$ cat src/rtl/alu_pkg.sv
// alu_pkg: shared operand width default, ALU op code constants and the
// illegal-op check used by alu_arbiter to mask undefined select codes.
package alu_pkg;

    localparam int XLEN_DEFAULT = 32;

    localparam logic [3:0] OP_AND    = 4'b0000;
    localparam logic [3:0] OP_OR     = 4'b0001;
    localparam logic [3:0] OP_XOR    = 4'b0010;
    localparam logic [3:0] OP_ADD    = 4'b0011;
    localparam logic [3:0] OP_SUB    = 4'b0100;
    localparam logic [3:0] OP_PASS_B = 4'b0110;
    localparam logic [3:0] OP_SLL    = 4'b0111;
    localparam logic [3:0] OP_SRL    = 4'b1000;
    localparam logic [3:0] OP_SRA    = 4'b1001;
    localparam logic [3:0] OP_SLA    = 4'b1010;
    localparam logic [3:0] OP_SLTU   = 4'b1011;
    localparam logic [3:0] OP_SLT    = 4'b1100;

    // Codes 0101, 1101, 1110 and 1111 have no defined operation.
    function automatic logic is_illegal_op(input logic [3:0] op);
        return (op == 4'b0101) || (op == 4'b1101) || (op == 4'b1110) || (op == 4'b1111);
    endfunction

endpackage

$ cat src/rtl/alu.sv
// alu: the shared combinational ALU. Shift amount is b[4:0]; SLA shifts
// left exactly like SLL. Undefined codes produce 0 here as well, although
// the arbiter masks them independently.
module alu
    import alu_pkg::*;
#(
    parameter int XLEN = XLEN_DEFAULT
) (
    input  logic [XLEN-1:0] a_i,
    input  logic [XLEN-1:0] b_i,
    input  logic [3:0]      op_i,
    input  logic            sign_i,
    output logic [XLEN-1:0] result_o
);

    logic [4:0] shamt;
    logic       unused_sign;

    assign shamt       = b_i[4:0];
    // Signedness is carried by the op code itself; the hint is accepted but unused.
    assign unused_sign = sign_i;

    // Operation select.
    always_comb begin
        result_o = '0;
        case (op_i)
            OP_AND:    result_o = a_i & b_i;
            OP_OR:     result_o = a_i | b_i;
            OP_XOR:    result_o = a_i ^ b_i;
            OP_ADD:    result_o = a_i + b_i;
            OP_SUB:    result_o = a_i - b_i;
            OP_PASS_B: result_o = b_i;
            OP_SLL:    result_o = a_i << shamt;
            OP_SRL:    result_o = a_i >> shamt;
            OP_SRA:    result_o = $unsigned($signed(a_i) >>> shamt);
            OP_SLA:    result_o = a_i << shamt;
            OP_SLTU:   result_o = {{(XLEN-1){1'b0}}, (a_i < b_i)};
            OP_SLT:    result_o = {{(XLEN-1){1'b0}}, ($signed(a_i) < $signed(b_i))};
            default:   result_o = '0;
        endcase
    end

endmodule

$ cat src/rtl/alu_arbiter.sv
// alu_arbiter: two requesters share one ALU. At most one operation is
// accepted per cycle; each requester has a one-deep registered response.
// Handshake: a transfer happens on a rising edge where valid && ready; a
// response stays valid until the requester's rsp ready is high in a cycle
// with no new accept for it.
// Configuration macro: ALU_ARB_ROUND_ROBIN_EN selects round-robin priority;
// without it requester 0 has strict priority.
module alu_arbiter
    import alu_pkg::*;
#(
    parameter int XLEN = XLEN_DEFAULT
) (
    input  logic            i_clk,
    input  logic            i_rst_n,
    input  logic            i_req0_valid,
    output logic            o_req0_ready,
    input  logic [XLEN-1:0] i_req0_a,
    input  logic [XLEN-1:0] i_req0_b,
    input  logic [3:0]      i_req0_op,
    input  logic            i_req0_sign,
    input  logic            i_req1_valid,
    output logic            o_req1_ready,
    input  logic [XLEN-1:0] i_req1_a,
    input  logic [XLEN-1:0] i_req1_b,
    input  logic [3:0]      i_req1_op,
    input  logic            i_req1_sign,
    output logic            o_rsp0_valid,
    input  logic            i_rsp0_ready,
    output logic [XLEN-1:0] o_rsp0_result,
    output logic            o_rsp0_zero,
    output logic            o_rsp1_valid,
    input  logic            i_rsp1_ready,
    output logic [XLEN-1:0] o_rsp1_result,
    output logic            o_rsp1_zero
);

    logic            pri_q, pri_d;
    logic            elig0, elig1;
    logic            grant0, grant1;
    logic            acc0, acc1;
    logic [XLEN-1:0] alu_a, alu_b, alu_res, res_masked;
    logic [3:0]      alu_op;
    logic            alu_sign;

    // Eligibility and grant: PRI wins a tie, a lone eligible requester always wins.
    always_comb begin
        elig0  = i_req0_valid && (!o_rsp0_valid || i_rsp0_ready);
        elig1  = i_req1_valid && (!o_rsp1_valid || i_rsp1_ready);
        grant0 = elig0 && (!elig1 || !pri_q);
        grant1 = elig1 && !grant0;
    end

    // Ready is forced low while reset is asserted.
    assign o_req0_ready = grant0 && i_rst_n;
    assign o_req1_ready = grant1 && i_rst_n;
    assign acc0         = i_req0_valid && o_req0_ready;
    assign acc1         = i_req1_valid && o_req1_ready;

    // Operand mux in front of the shared ALU; requester 0 is the idle default.
    always_comb begin
        alu_a    = o_req1_ready ? i_req1_a    : i_req0_a;
        alu_b    = o_req1_ready ? i_req1_b    : i_req0_b;
        alu_op   = o_req1_ready ? i_req1_op   : i_req0_op;
        alu_sign = o_req1_ready ? i_req1_sign : i_req0_sign;
    end

    alu #(.XLEN(XLEN)) u_alu (
        .a_i      (alu_a),
        .b_i      (alu_b),
        .op_i     (alu_op),
        .sign_i   (alu_sign),
        .result_o (alu_res)
    );

    // Undefined op codes always yield 0, never a leftover value.
    assign res_masked = is_illegal_op(alu_op) ? '0 : alu_res;

    // Priority pointer next state.
    always_comb begin
        pri_d = pri_q;
`ifdef ALU_ARB_ROUND_ROBIN_EN
        if (acc0)      pri_d = 1'b1;
        else if (acc1) pri_d = 1'b0;
`endif
    end

    // Priority pointer register.
    always_ff @(posedge i_clk or negedge i_rst_n) begin
        if (!i_rst_n) pri_q <= 1'b0;
        else          pri_q <= pri_d;
    end

    // Requester 0 response register: a new accept overrides a same-cycle drain.
    always_ff @(posedge i_clk or negedge i_rst_n) begin
        if (!i_rst_n) begin
            o_rsp0_valid  <= 1'b0;
            o_rsp0_result <= '0;
            o_rsp0_zero   <= 1'b0;
        end else if (acc0) begin
            o_rsp0_valid  <= 1'b1;
            o_rsp0_result <= res_masked;
            o_rsp0_zero   <= (res_masked == '0);
        end else if (i_rsp0_ready) begin
            o_rsp0_valid  <= 1'b0;
        end
    end

    // Requester 1 response register: a new accept overrides a same-cycle drain.
    always_ff @(posedge i_clk or negedge i_rst_n) begin
        if (!i_rst_n) begin
            o_rsp1_valid  <= 1'b0;
            o_rsp1_result <= '0;
            o_rsp1_zero   <= 1'b0;
        end else if (acc1) begin
            o_rsp1_valid  <= 1'b1;
            o_rsp1_result <= res_masked;
            o_rsp1_zero   <= (res_masked == '0);
        end else if (i_rsp1_ready) begin
            o_rsp1_valid  <= 1'b0;
        end
    end

endmodule

$ cat config.mk
export PLATFORM = sky130hd
export DESIGN_NAME = alu_arbiter
export DESIGN_NICKNAME = d
export VERILOG_FILES = /design/src/rtl/alu_pkg.sv /design/src/rtl/alu.sv /design/src/rtl/alu_arbiter.sv
export SDC_FILE = /design/constraint.sdc
export NUM_CORES = 1
export LEC_CHECK = 0
export BUFFER_PORTS_ARGS = -buffer_cell sky130_fd_sc_hd__buf_4
export CAP_MARGIN = 20
export CORE_ASPECT_RATIO = 0.75
export CORE_MARGIN = 2
export CORE_UTILIZATION = 54
export CTS_CLUSTER_SIZE = 10
export DETAILED_ROUTE_END_ITERATION = 6
export PLACE_DENSITY = 0.88
export SKIP_LAST_GASP = 1
export SLEW_MARGIN = 20
export SYNTH_ARGS = -nofsm -noshare
export SYNTH_HDL_FRONTEND = slang
export SYNTH_HIERARCHICAL = 1
export SYNTH_SLANG_ARGS = --single-unit
$ cat constraint.sdc
create_clock -name i_clk -period 13.6 [get_ports i_clk]
set_input_delay 0.68 -clock i_clk [delete_from_list [all_inputs] [get_ports i_clk]]
set_output_delay 0.68 -clock i_clk [all_outputs]
set_load 0.02 [all_outputs]
### Word level (Yosys, flattened, before mapping)

Index checks and enable logic that the tools add are counted.

* add/subtract/negate cells: 2
* $mul: 0
* div/mod/pow operators: 0
* $lt $le $gt $ge: 2
* eq/ne operators: 15
* shift operators: 3
* multiplexer cells: 9
* bitwise operators: 3
* reduce and logical (&&, ||, !) cells: 20

Operator list (number)
* 32-bit case mux with 11 select lines: 1
* 32-bit 2-to-1 mux: 3
* 32-bit < comparator: 2
* 32-bit adder: 1
* 32-bit AND: 1
* 4-bit equality test, second input constant: 8
* 32-bit zero test: 1
* 32-bit bitwise OR: 1
* 32-bit by 5-bit left shift with 32-bit output: 1
* 32-bit by 5-bit >> shifter with 32-bit output: 1
* 32-bit by 5-bit >>> shifter with 32-bit output: 1
* 32-bit subtractor: 1
* 32-bit bitwise XOR: 1
* 4-bit by 3-bit equality test with 1-bit output, second input constant: 4
* 4-bit by 2-bit equality test with 1-bit output, second input constant: 2
* 1-bit logical AND: 7
* 1-bit logical OR: 5
* 4-bit by 1-bit equality test with 1-bit output, second input constant: 1
* 4-bit zero test: 1
* 1-bit 2-to-1 mux: 4
* 4-bit 2-to-1 mux: 1
* 2-bit nonzero test: 2
* 1-bit zero test: 3
* 2-bit OR reduction: 1

* flip-flop bits (word level): 68
* bits in latches: 0
* bits in writable memories: 0
* ROM bits: 0
* input port bits: 144
* logic and storage cells: 60
* memories: 0

### Logic depth before layout (Yosys ltp)

* depth in word-level cells: 13
* gate-level depth with buffers: 28
* mapped depth without buffers: 22

### Cells and area by module

The synthesis kept the hierarchy.

By module, submodules not included
* alu: times used 1, cells each 1396, area an instance 9067.4 sq um
* alu_arbiter: times used 1, cells each 501, area an instance 4027.6 sq um

### Worst setup path before layout

No wires, ideal clock.

* kind: input -> register
* start point: input port i_rsp0_ready
* end point: register o_rsp0_zero
* library setup time: 0.082 ns
* arrival: 5.859 ns
* data required time: 13.518 ns
* setup slack: 7.659 ns
* cell stages on the path: 27
* path buffers: 8
* cells stage by stage: nand2b_4 > a211o_1 > buf_6 > clkbuf_1 > clkbuf_1 > nand2_1 > nand2_1 > clkbuf_1 > inv_2 > buf_2 > buf_2 > clkbuf_1 > ha_1 > buf_2 > a21oi_1 > o211ai_1 > a221o_1 > a21bo_1 > a21o_1 > a221o_1 > a21oi_1 > o221a_2 > o21ai_1 > nor4_1 > nand4_1 > or2_2 > a31oi_1

* elaborated cells between the ends (all ways): 43
* classes of those cells: add/sub (2); order compare (2); eq/ne (15); shift (3); mux (5); bitwise (3); reduce/logical (13)

RTL lines
* start, declared: RTL line alu_arbiter.sv:28 `input logic i_rsp0_ready,`
* 1-bit logical OR *: RTL line alu_arbiter.sv:47 `elig0 = i_req0_valid && (!o_rsp0_valid || i_rsp0_ready);`
* 1-bit logical AND *: RTL line alu_arbiter.sv:47
* 1-bit zero test *: RTL line alu_arbiter.sv:50 `grant1 = elig1 && !grant0;`
* 1-bit logical AND *: RTL line alu_arbiter.sv:50
* 1-bit logical AND *: RTL line alu_arbiter.sv:55 `assign o_req1_ready = grant1 && i_rst_n;`
* 32-bit 2-to-1 mux *: RTL line alu_arbiter.sv:62 `alu_b = o_req1_ready ? i_req1_b : i_req0_b;`
* via alu_b[2]: RTL line alu_arbiter.sv:41 `logic [XLEN-1:0] alu_a, alu_b, alu_res, res_masked;`
* 32-bit subtractor (tied with other cells): RTL line alu.sv:31 `OP_SUB: result_o = a_i - b_i;`
* 32-bit case mux with 11 select lines *: RTL line alu.sv:26 `case (op_i)`
* via alu_res[26]: RTL line alu_arbiter.sv:41
* 32-bit 2-to-1 mux *: RTL line alu_arbiter.sv:76 `assign res_masked = is_illegal_op(alu_op) ? '0 : alu_res;`
* 32-bit zero test *: RTL line alu_arbiter.sv:102 `o_rsp0_zero <= (res_masked == '0);`
* end signal, assigned: RTL line alu_arbiter.sv:102
* end, declared: RTL line alu_arbiter.sv:30 `output logic o_rsp0_zero,`

The timed path passes the listed nets; every way through them passes the cells marked *.
A chain may end at the register's enable or synchronous reset.

### Worst setup path in the final report

* start point: input port i_rst_n
* end point: register o_rsp1_zero

* elaborated cells between the ends (all ways): 38
* classes of those cells: add/sub (2); order compare (2); eq/ne (15); shift (3); mux (5); bitwise (3); reduce/logical (8)

RTL lines
* start, declared: RTL line alu_arbiter.sv:14 `input logic i_rst_n,`
* 1-bit logical AND *: RTL line alu_arbiter.sv:55
* 32-bit 2-to-1 mux *: RTL line alu_arbiter.sv:62
* via alu_b[1]: RTL line alu_arbiter.sv:41
* 32-bit < comparator (tied with other cells): RTL line alu.sv:38 `OP_SLT: result_o = {{(XLEN-1){1'b0}}, ($signed(a_i) < $signed(b_i))};`
* 32-bit case mux with 11 select lines *: RTL line alu.sv:26
* via alu_res[0]: RTL line alu_arbiter.sv:41
* 32-bit 2-to-1 mux *: RTL line alu_arbiter.sv:76
* 32-bit zero test *: RTL line alu_arbiter.sv:117 `o_rsp1_zero <= (res_masked == '0);`
* end signal, assigned: RTL line alu_arbiter.sv:117
* end, declared: RTL line alu_arbiter.sv:34 `output logic o_rsp1_zero`

Marked as above.

==> results.cfg <==
[route]
routedWlPerCell_microns = 24.41
drt_pre_antenna_iters = 6
antenna_left = 0
drc = 0
drt_iter0_markers = 2635
avgViaCountPerCell = 6.752
vias = 15560
drt_wl_total_microns = 56270

[layout]
num-fill-cells = 2190
area_growth_pct = 13.88
antennaDiodeCount = 0
layout.nets = 2242
layout-drive-gt1-share_pct = 20.06
multiInputGateArea_sq_um = 10250
seq_area_sq_um = 1702

[cts]
clock_sinks = 68
clkSlewWorstSetupHoldPaths_ns = 0.06
post_cts_buffers = 0
insertion_delay_ns = 0.33
cts.path.max_buffers = 2
cts.repair.resized = 0
cts_tree = yes
h-tree-depth = 3
cts_buffers = 9
cts_hold_buf = 0
root_buffer = clkbuf_16

[critical_path]
critPathBufInv = 5
worstSetupStartpointType = input pin
critPathMaxStageDelay_ns = 0.87
critPathArrivalTime_ns = 8.05
crit_family = compound AO/OA/AOI/OAI gates
cp_slowest_cell = o31ai_1
required_ns = 13.79
worstSetupPathType = in -> reg
cp-end-kind = flop
path_cells = buf_4 -> nand2_1 -> a211o_4 -> clkinv_2 -> nand2_1 -> nand2_2 -> buf_4 -> inv_1 -> buf_4 -> fa_1 -> nor2b_1 -> o2111ai_1 -> a31oi_1 -> nor3_2 -> o31ai_1 -> a31oi_1 -> o21ai_1 -> nor2b_1 -> o31ai_1 -> nor4_1 -> nand4_1 -> or2_2 -> a31oi_1
cp_max_fo = 70

[sta]
slew_headroom_pct = 23.19
hold_viol = 0
fmax_ghz = 0.1272
skew_ns = 0.006915
setup_slack_ns = 5.738
tightest_slew_ns = 1.140
setup_viol_count_final = 0
rsz0062_at_grt = false
setup_tns_ns = 0
hold_ws_ns = 0.4740
slew_violations = 0
fin_crit_ns = 7.862
fin_crit_sh_pct = 57.81

[power]
total_power_mw = 1.524
cellPowerDensity_nw_per_um2 = 102.3
clock_power_share_pct = 14.1
pwr-share-comb_pct = 67.2
p_sw_mw = 0.7851
sequentialPowerShare_pct = 18.7
leakage_nw = 7.026
peakVddDrop_uv = 103.2
swShare_pct = 51.51
p_int_mw = 0.7390

[placed_design]
dp_hpwl_microns = 42930
place.gp.congestion = 1.057
numPortBuffers = 211
post-place-ws_ns = 5.657

[synthesis]
synthCells = 1894
syn_nets = 2141
synth_warnings = 6
synth_area_sq_um = 13080
syn_avg_cell_area_sq_um = 6.908

[floorplanning]
die_y_microns = 138.8
io_pins = 214
initial_core_util_pct = 54.72
num_rows = 49
core-area_sq_um = 23910
dieArea_sq_um = 25500
die_x_microns = 183.7

[flow_run]
maxCapViolations = 0

[global_route]
antenna_found_initial = 2
grt_max_degree = 74
gr-usage-all-layers_pct = 43.04
grt_pass1_wl_microns = 85120
grt_pass1_vias = 14340
overflow = 0

[worst_hold_path]
hp-class = in -> async

[status]
outcome = completed
## worst register-to-register path, cell delays in order, from the launching register on
cell and delay (ns):
dfrtp_1 0.37, nor2b_1 0.21, a211o_4 0.44, buf_4 0.59, buf_4 0.63, nand2_1 0.15, nand2_1 0.36, inv_1 0.21
ha_1 0.61, or2_1 0.28, o21bai_1 0.18, a21boi_0 0.15, nor3_2 0.42, o31ai_1 0.19, a31oi_1 0.48, o21ai_1 0.21
nor2b_1 0.18, o31ai_1 0.87, nor4_1 0.11, nand4_1 0.27, or2_2 0.21, a31oi_1 0.09
## stage by stage
step	instances	utilization (%)	cell area, sq um
after floorplan	1894	-	13080
after global placement	2290	61.19	14630
after detailed placement	2290	61.19	14630
after CTS	2305	62.31	14900
after global routing	2305	62.31	14900
final	2305	62.31	14900
## final timing paths
path | from | to | slack, ns | cells past startpoint
max reg2reg | o_rsp1_valid$_DFFE_PN0P_ | o_rsp1_zero$_DFFE_PN0P_ | 6.26 | 21
max | i_rst_n | o_rsp1_zero$_DFFE_PN0P_ | 5.74 | 23
min reg2reg | o_rsp1_result[5]$_DFFE_PN0P_ | o_rsp1_result[5]$_DFFE_PN0P_ | 0.48 | 2
min in group i_clk | o_rsp1_result[5]$_DFFE_PN0P_ | o_rsp1_result[5]$_DFFE_PN0P_ | 0.48 | 2
min | i_rst_n | o_rsp1_result[26]$_DFFE_PN0P_ | 0.47 | 1
max in group asynchronous | i_rst_n | o_rsp0_result[8]$_DFFE_PN0P_ | 12.54 | 1
## cell type report
class,count,area share (%)
flip-flops and latches,68,11.42
well taps,306,2.570
clock inverters,4,0.1764
multi-input cells,1544,68.78
clock buffers,11,1.629
repair buffers,240,12.09
inverters,132,3.334
## power by group through the flow
stage | Sequential [mW] | Clock [mW] | Combinational, mW
after floorplan | 0.351 | 0 | 0.579
after global placement | 0.287 | 0 | 0.960
after detailed placement | 0.289 | 0 | 0.982
after CTS | 0.285 | 0.215 | 0.989
after global routing | 0.292 | 0.227 | 1.08
final | 0.285 | 0.214 | 1.02
## registers in the layout, indices dropped and copies added, names as in the netlist
| register | count |
|---|---|
| o_rsp0_valid | 1 |
| o_rsp0_zero | 1 |
| o_rsp0_result | 32 |
| o_rsp1_zero | 1 |
| o_rsp1_valid | 1 |
| o_rsp1_result | 32 |
## cells in the final DEF (no fill, tap or decap), types with 5 or more instances in the layout
cell type / n
nor2_1: 164
buf_4: 240
o21a_1: 8
a221oi_1: 27
nor2b_1: 17
nand2b_1: 16
mux2i_1: 49
o21ai_1: 38
a22oi_1: 17
nor3_1: 25
o31ai_1: 13
ha_1: 101
a211o_1: 9
dfrtp_1: 68
inv_1: 128
o32ai_1: 6
nand2_1: 411
nand3_1: 27
o2111ai_1: 14
or2_2: 5
clkbuf_16: 9
o211ai_1: 26
o311ai_0: 5
a211oi_1: 30
nor4_1: 18
o221ai_1: 12
a21oi_1: 133
mux2_2: 21
nand4_1: 11
o22ai_1: 14
a221o_1: 11
a31oi_1: 18
o21ai_0: 90
a21o_1: 17
and3_1: 10
mux4_2: 21
o31ai_2: 60
## routing by layer
metal / wire length [microns] / global-route usage [%] / share of wire, % / vias to the layer above
met3: 7047 / 9.165 / 13 / 171
met1: 22990 / 60.99 / 41 / 7245
met4: 2673 / 17.05 / 4.8 / 2
met5: 12 / 0 / 0.021 / -
li1: - / - / - / 6982
met2: 23540 / 63.61 / 42 / 1164
Note: power is estimated with default switching activity, not from simulation.
